## src/rtl/clk_div_prog_if.sv

```systemverilog
`default_nettype none
// ============================================================================
// Module   : clk_div_prog_if
// Purpose  : Control/status bundle for the multi-channel programmable clock
//            divider. The controller side uses the master modport; the
//            divider itself uses the slave modport.
// Signals  : en, restart, load      - per-channel controls (NCH bits each)
//            div_in                 - packed divisors, channel i at [i*WIDTH +: WIDTH]
//            clkOut, tick, load_done- per-channel registered status (NCH bits)
// Revision : 1.0 - initial release
// ============================================================================
interface clk_div_prog_if #(
    parameter int WIDTH = 32,
    parameter int NCH   = 2
);
    logic [NCH-1:0]       en;
    logic [NCH-1:0]       restart;
    logic [NCH-1:0]       load;
    logic [NCH*WIDTH-1:0] div_in;
    logic [NCH-1:0]       clkOut;
    logic [NCH-1:0]       tick;
    logic [NCH-1:0]       load_done;

    modport master (
        output en, restart, load, div_in,
        input  clkOut, tick, load_done
    );

    modport slave (
        input  en, restart, load, div_in,
        output clkOut, tick, load_done
    );
endinterface
`default_nettype wire

```

## src/rtl/clk_div_prog.sv

```systemverilog
`default_nettype none
// ============================================================================
// Module   : clk_div_prog
// Purpose  : NCH independent programmable clock dividers. Each channel counts
//            0..D on enabled cycles; on reaching D it wraps to 0, toggles
//            clkOut and pulses tick. New divisors are staged as "pending" and
//            take effect at a terminal count, on a restart, or on the next
//            edge while the channel is disabled.
// Ports    : clk    - system clock, rising edge
//            reset  - asynchronous, active-low reset
//            bus    - clk_div_prog_if slave modport (controls and status)
// Revision : 1.0 - initial release
// ============================================================================
module clk_div_prog #(
    parameter int WIDTH       = 32,
    parameter int NCH         = 2,
    parameter int DEFAULT_DIV = 10000000
) (
    input  wire logic         clk,
    input  wire logic         reset,
    clk_div_prog_if.slave     bus
);

    localparam logic [WIDTH-1:0] C_DEFAULT_DIV = WIDTH'(DEFAULT_DIV);
    localparam logic [WIDTH-1:0] C_ONE         = WIDTH'(1);

    for (genvar i = 0; i < NCH; i++) begin : g_ch
        logic [WIDTH-1:0] cnt_q,  cnt_d;
        logic [WIDTH-1:0] div_q,  div_d;
        logic [WIDTH-1:0] pdiv_q, pdiv_d;
        logic             pend_q, pend_d;
        logic             clk_q,  clk_d;
        logic             tick_q, tick_d;
        logic             ld_q,   ld_d;
        logic [WIDTH-1:0] din;
        logic             term;
        logic             apply;

        assign din  = bus.div_in[i*WIDTH +: WIDTH];
        assign term = bus.en[i] && (cnt_q == div_q);
        // A staged divisor becomes active at any point where the count is not
        // mid-period: restart, terminal count, or while the channel is idle.
        assign apply = pend_q && (bus.restart[i] || term || !bus.en[i]);

        always_comb begin
            cnt_d  = cnt_q;
            div_d  = div_q;
            pdiv_d = pdiv_q;
            pend_d = pend_q;
            clk_d  = clk_q;
            tick_d = 1'b0;
            ld_d   = 1'b0;

            if (apply) begin
                div_d  = pdiv_q;
                pend_d = 1'b0;
                ld_d   = 1'b1;
            end

            if (bus.restart[i]) begin
                cnt_d = '0;
                clk_d = 1'b0;
            end else if (term) begin
                cnt_d  = '0;
                clk_d  = ~clk_q;
                tick_d = 1'b1;
            end else if (bus.en[i]) begin
                cnt_d = cnt_q + C_ONE;
            end

            // Loaded last so a same-cycle load always lands in the staging
            // register, after any older pending value has been consumed above.
            if (bus.load[i]) begin
                pdiv_d = din;
                pend_d = 1'b1;
            end
        end

        always_ff @(posedge clk or negedge reset) begin
            if (!reset) begin
                cnt_q  <= '0;
                div_q  <= C_DEFAULT_DIV;
                pdiv_q <= '0;
                pend_q <= 1'b0;
                clk_q  <= 1'b0;
                tick_q <= 1'b0;
                ld_q   <= 1'b0;
            end else begin
                cnt_q  <= cnt_d;
                div_q  <= div_d;
                pdiv_q <= pdiv_d;
                pend_q <= pend_d;
                clk_q  <= clk_d;
                tick_q <= tick_d;
                ld_q   <= ld_d;
            end
        end

        assign bus.clkOut[i]    = clk_q;
        assign bus.tick[i]      = tick_q;
        assign bus.load_done[i] = ld_q;
    end

endmodule
`default_nettype wire

```

## src/flat_wrapper.sv

```systemverilog
// flat-port wrapper written by rule: the top's interface ports become plain ports
module clk_div_prog_flat 
#(
    parameter int WIDTH       = 32,
    parameter int NCH         = 2,
    parameter int DEFAULT_DIV = 10000000
)
  (clk, reset, bus_en, bus_restart, bus_load, bus_div_in, bus_clkOut, bus_tick, bus_load_done);
  clk_div_prog_if #(.WIDTH(WIDTH), .NCH(NCH)) bus_i ();
  input  wire logic clk;
  input  wire logic reset;
  input wire logic [$bits(bus_i.en)-1:0] bus_en;
  input wire logic [$bits(bus_i.restart)-1:0] bus_restart;
  input wire logic [$bits(bus_i.load)-1:0] bus_load;
  input wire logic [$bits(bus_i.div_in)-1:0] bus_div_in;
  output wire logic [$bits(bus_i.clkOut)-1:0] bus_clkOut;
  output wire logic [$bits(bus_i.tick)-1:0] bus_tick;
  output wire logic [$bits(bus_i.load_done)-1:0] bus_load_done;
  assign bus_i.en = bus_en;
  assign bus_i.restart = bus_restart;
  assign bus_i.load = bus_load;
  assign bus_i.div_in = bus_div_in;
  assign bus_clkOut = bus_i.clkOut;
  assign bus_tick = bus_i.tick;
  assign bus_load_done = bus_i.load_done;
  clk_div_prog #(.WIDTH(WIDTH), .NCH(NCH), .DEFAULT_DIV(DEFAULT_DIV)) u_core (.clk(clk), .reset(reset), .bus(bus_i));
endmodule
```

## config.mk

```make
export PLATFORM = sky130hd
export DESIGN_NAME = clk_div_prog_flat
export DESIGN_NICKNAME = d
export VERILOG_FILES = /design/src/rtl/clk_div_prog_if.sv /design/src/rtl/clk_div_prog.sv /design/src/flat_wrapper.sv
export SDC_FILE = /design/constraint.sdc
export NUM_CORES = 1
export LEC_CHECK = 0
export CORE_ASPECT_RATIO = 2
export CORE_UTILIZATION = 40
export CTS_CLUSTER_DIAMETER = 30
export DETAILED_ROUTE_END_ITERATION = 8
export GPL_ROUTABILITY_DRIVEN = 1
export MAX_ROUTING_LAYER = met4
export PLACE_DENSITY = 0.55
export SLEW_MARGIN = 15
export SYNTH_ARGS = -nofsm -noshare
export SYNTH_HDL_FRONTEND = slang
export SYNTH_SLANG_ARGS = --single-unit
```

## constraint.sdc

```tcl
create_clock -name clk -period 5.15 [get_ports clk]
set_input_delay 1.03 -clock clk [delete_from_list [all_inputs] [get_ports clk]]
set_output_delay 1.03 -clock clk [all_outputs]
set_load 0.01 [all_outputs]
```

**Word-level counts from Yosys, hierarchy flattened**

Index checks and enable logic that the tools add are counted.

- Logic and storage cells: 56
- Flip-flop bits (word level): 200

- Bitwise logic cells: 2
- Reductions and logical operators: 16
- $add $sub $neg: 2
- Eq/ne operators: 2
- Mux-type cells: 20

Operators by type and width:

| cell | number |
|---|---|
| 32-bit two-way mux | 6 |
| 32-bit by 1-bit adder with 32-bit output (second input constant) | 2 |
| 32-bit == test | 2 |
| 1-bit two-way mux | 14 |
| 2-bit nonzero test | 4 |
| 3-bit nonzero test | 2 |
| 1-bit logical AND | 4 |
| 1-bit logical OR | 4 |
| 1-bit logical NOT | 2 |
| 1-bit inverter | 2 |

**Longest topological paths before layout**

- Depth after elaboration: 7
- Gate-level depth with buffers: 9

**Worst setup path after synthesis**

No wires, ideal clock.

- Path type: input port to flip-flop
- From: input port bus_en[1]
- To: register u_core.g_ch[1].div_q[11]
- Data required time: 5.025 ns
- Stages: 8
- Arrival time: 2.545 ns
- Library setup time: 0.125 ns
- Buffers on the path: 3
- Setup slack: 2.480 ns
- Cells stage by stage: clkbuf_1 -> nand2_1 -> nor4_4 -> a31o_1 -> buf_4 -> nand2_4 -> buf_6 -> mux2_4

- Longest elaborated chain between the ends: 4

RTL lines:

| item | RTL line | RTL |
|---|---|---|
| from (decl) | flat_wrapper.sv:12 | `input wire logic [$bits(bus_i.en)-1:0] bus_en;` |
| 1-bit logical AND | clk_div_prog.sv:40 | `assign term = bus.en[i] && (cnt_q == div_q);` |
| 1-bit logical OR | clk_div_prog.sv:43 | `assign apply = pend_q && (bus.restart[i] \|\| term \|\| !bus.en[i]);` |
| 1-bit logical OR * | clk_div_prog.sv:43 |  |
| 1-bit logical AND * | clk_div_prog.sv:43 |  |
| to (signal assigned) | clk_div_prog.sv:90 | `div_q <= div_d;` |
| to (decl) | clk_div_prog.sv:29 | `logic [WIDTH-1:0] div_q, div_d;` |

Every way passes the cells marked *; elsewhere a longest branch is shown, timed or not.
A chain may end at the register's enable or synchronous reset.

**Worst setup path after layout**

- From: input port bus_en[1]
- To: register u_core.g_ch[1].div_q[13]

Same word-level chain as after synthesis.

==> qor.txt <==
part of the power in registers: 0.514
hold path endpoint: u_core.g_ch[1].div_q[2]
Comb power frac: 0.149
post-synthesis average cell area: 11.4 µm²
R2R Path End: u_core.g_ch[1].div_q[13]
CP Max Fanout: 33
setup TNS: 0 ns
Antenna Diode Count: 0
Clock Power Share: 0.337
Finished Core Util: 0.466
CTS tree: built
Die Ht: 228 µm
NumNets Final: 1017
largest net degree at the start of global routing: 114
sequential-to-total area share from yosys stat: 0.494
sw frac: 0.260
final setup vio count: 0
number of nets with antenna violations after routing: 0
Rel. slew slack: 0.352
worst skew pair latency: 0.46 ns
initial antenna violation count: 0
Min-Delay Path Class: flip-flop to flip-flop
Tcrit/Tclk final: 0.672
Worst Path Arrival: 3.80 ns
number of synthesis warnings: 0
mapped cell area: 10200 µm²
R2R cell count: 6
hold path startpoint: u_core.g_ch[1].pdiv_q[2]
# Post-CTS Setup Buffers: 0
syn nets: 968
FF+latch area: 5020 µm²
die area: 26100 µm²
first-pass GRT wire length: 38600 µm
Worst-Margin Slew: 0.969 ns
final clock skew: 0.00910 ns
number of global-route vias before repair: 6931
grt ovf: 0
Post-synth EDFFs: 0
Yosys reg bits: 200
Starting DRT DRC Count: 259
GRT Util Overall: 0.208
crit path capture type: flip-flop
CP required: 5.49 ns
DRC viols: 0
RSZ-0062 raised after global routing: no
post-synthesis async set-or-reset flop share: 1.00
status: finished, final reports clean
# IOs: 78
core area: 25000 µm²
critical path type: input pin to flip-flop
Critical Path Start Type: input pin
power per cell area: 312 nW/µm²
Main synth FF type: dfrtp_1
Num CTS Buffers: 17
Yosys cell types: 66
Area Overhead vs Synth: 14.7%
Min-Delay Path Depth: 1
most frequent cells in the layout: dfrtp_1 (184), clkdlybuf4s50_1 (76), mux2_2 (71), xnor2_1 (67), mux2_4 (58)
Die Wd: 115 µm
Internal Power: 2.70 mW
HPWL after DPL: 18000 µm
MaxCap Viol Count: 0
Final Hold Viols: 0
total number of vias: 7065
H-tree depth: 4
Rows: 82
routability cong.: 0.925
Setup WS pre-CTS: 1.20 ns
Worst R2R Start: u_core.g_ch[1].cnt_q[27]
max-slew violations: 0
highest clock rate: 0.289 GHz
Gate Count Post-Synth: 894
Clock Sinks: 200
minimum setup slack among reg-to-reg paths: 1.92 ns
VDD IR max: 0.219 mV
worst setup margin: 1.69 ns
Wirelength per Cell: 19.2 µm
layout cells sized above 1: 0.206
clk slew on worst S/H paths: 0.07 ns
Total Power: 3.65 mW
# fillers: 2387
post-cts gate resize count: 0
net switching power: 948 µW
Multi-input gate area: 4710 µm²
Via-to-Cell Ratio: 5.47
Leak: 4.69 nW
WL final: 24800 µm
hold_buf cts: 0
Clock Path Buffers: 2
Starting Density: 0.406
commonest non-fill, non-tap cell in the layout: dfrtp_1
Final Critical Period: 3.46 ns
Placed Cells: 1260
IO Port Bufs: 77
Root Driver: clkbuf_16
Final Non-Filler Cells: 1292
Initial DRT Pass Iterations: 5
## registers in the layout, summed over array words and instances, names as in the netlist
name	count
u_core.g_ch.pend_q	2
u_core.g_ch.tick_q	2
u_core.g_ch.pdiv_q	64
u_core.g_ch.div_q	64
u_core.g_ch.cnt_q	64
u_core.g_ch.ld_q	2
u_core.g_ch.clk_q	2
## power groups by stage
stage	sequential [mW]	clock (mW)	combinational (mW)
after CTS	1.88	1.28	0.555
after global placement	1.91	0	0.544
after global routing	1.89	1.33	0.587
after floorplan	1.85	0	0.387
final	1.87	1.23	0.544
after detailed placement	1.91	0	0.553
## critical path, cell delays in order
cell and delay (ns):
clkdlybuf4s50_1 0.46, buf_4 0.18, nand2_1 0.11, nor4_4 0.34, a31o_1 0.68, nand2_4 0.50
mux2_4 0.44
## through the flow
stage,area [µm²],hold slack (ns)
2_1_floorplan,10200,0.477
6_report,11700,0.504
3_3_place_gp,11200,0.485
4_1_cts,11700,0.505
3_5_place_dp,11200,0.489
5_1_grt,11700,0.518
## cell families (layout without fill, tap and decap cells)
kind of cell               after synthesis  after routing  synth area share
DFF                                    200            200             0.494
buffers and inverters                   88            150            0.0429
adders and majority gates                2              2           0.00246
muxes                                  132            132             0.167
xor gates and xnor gates                71             71            0.0611
AOI/OAI and AO/OA                      111            111            0.0694
and+or+nand+nor                        290            290             0.163
## layer usage
layer	GRT usage	part of all wire
met5	-	0
met4	0.134	0.058
met3	0.0354	0.028
met2	0.380	0.57
met1	0.199	0.35
## cell type report
| type | count | area share |
|---|---|---|
| clock buffers | 24 | 0.0404 |
| well taps | 336 | 0.0360 |
| inverters | 27 | 0.00868 |
| repair buffers | 91 | 0.0764 |
| clock inverters | 8 | 0.00418 |
| multi-input cells | 606 | 0.404 |
| flip-flops and latches | 200 | 0.430 |
## how the worst max path moves through the flow
stage	from	to	slack, ns	depth (start not counted)
finish	bus_en[1]	u_core.g_ch[1].div_q[13]	1.69	7
floorplan	bus_en[1]	u_core.g_ch[1].div_q[11]	2.48	8
detailed placement	bus_en[1]	u_core.g_ch[1].div_q[13]	1.20	7
global placement	bus_en[1]	u_core.g_ch[1].div_q[14]	1.26	7
global route	bus_en[1]	u_core.g_ch[1].div_q[13]	1.58	7
CTS	bus_en[1]	u_core.g_ch[1].div_q[18]	1.69	7
## Yosys cell counts (all sizes together), types with 4 or more instances
cell type	number	area, µm²
and4	11	96.3
nand2	36	143
clkbuf	34	129
buf	27	206
and2	4	25.0
o22ai	7	43.8
xor2	4	35.0
dfstp	16	420
or3	9	56.3
a21oi	27	135
inv	26	97.6
o21ai	35	186
nor4	21	165
and3	24	150
xnor2	67	587
dfrtp	184	4600
nand2b	16	100
nor4b	5	43.8
nand3	38	190
or4	5	41.3
nand4	48	300
mux2	129	1670
a21o	5	37.5
nor3	19	95.1
nor2b	6	37.5
a31oi	5	31.3
nor2	40	153
No activity file was read; power rests on OpenSTA's default activity.
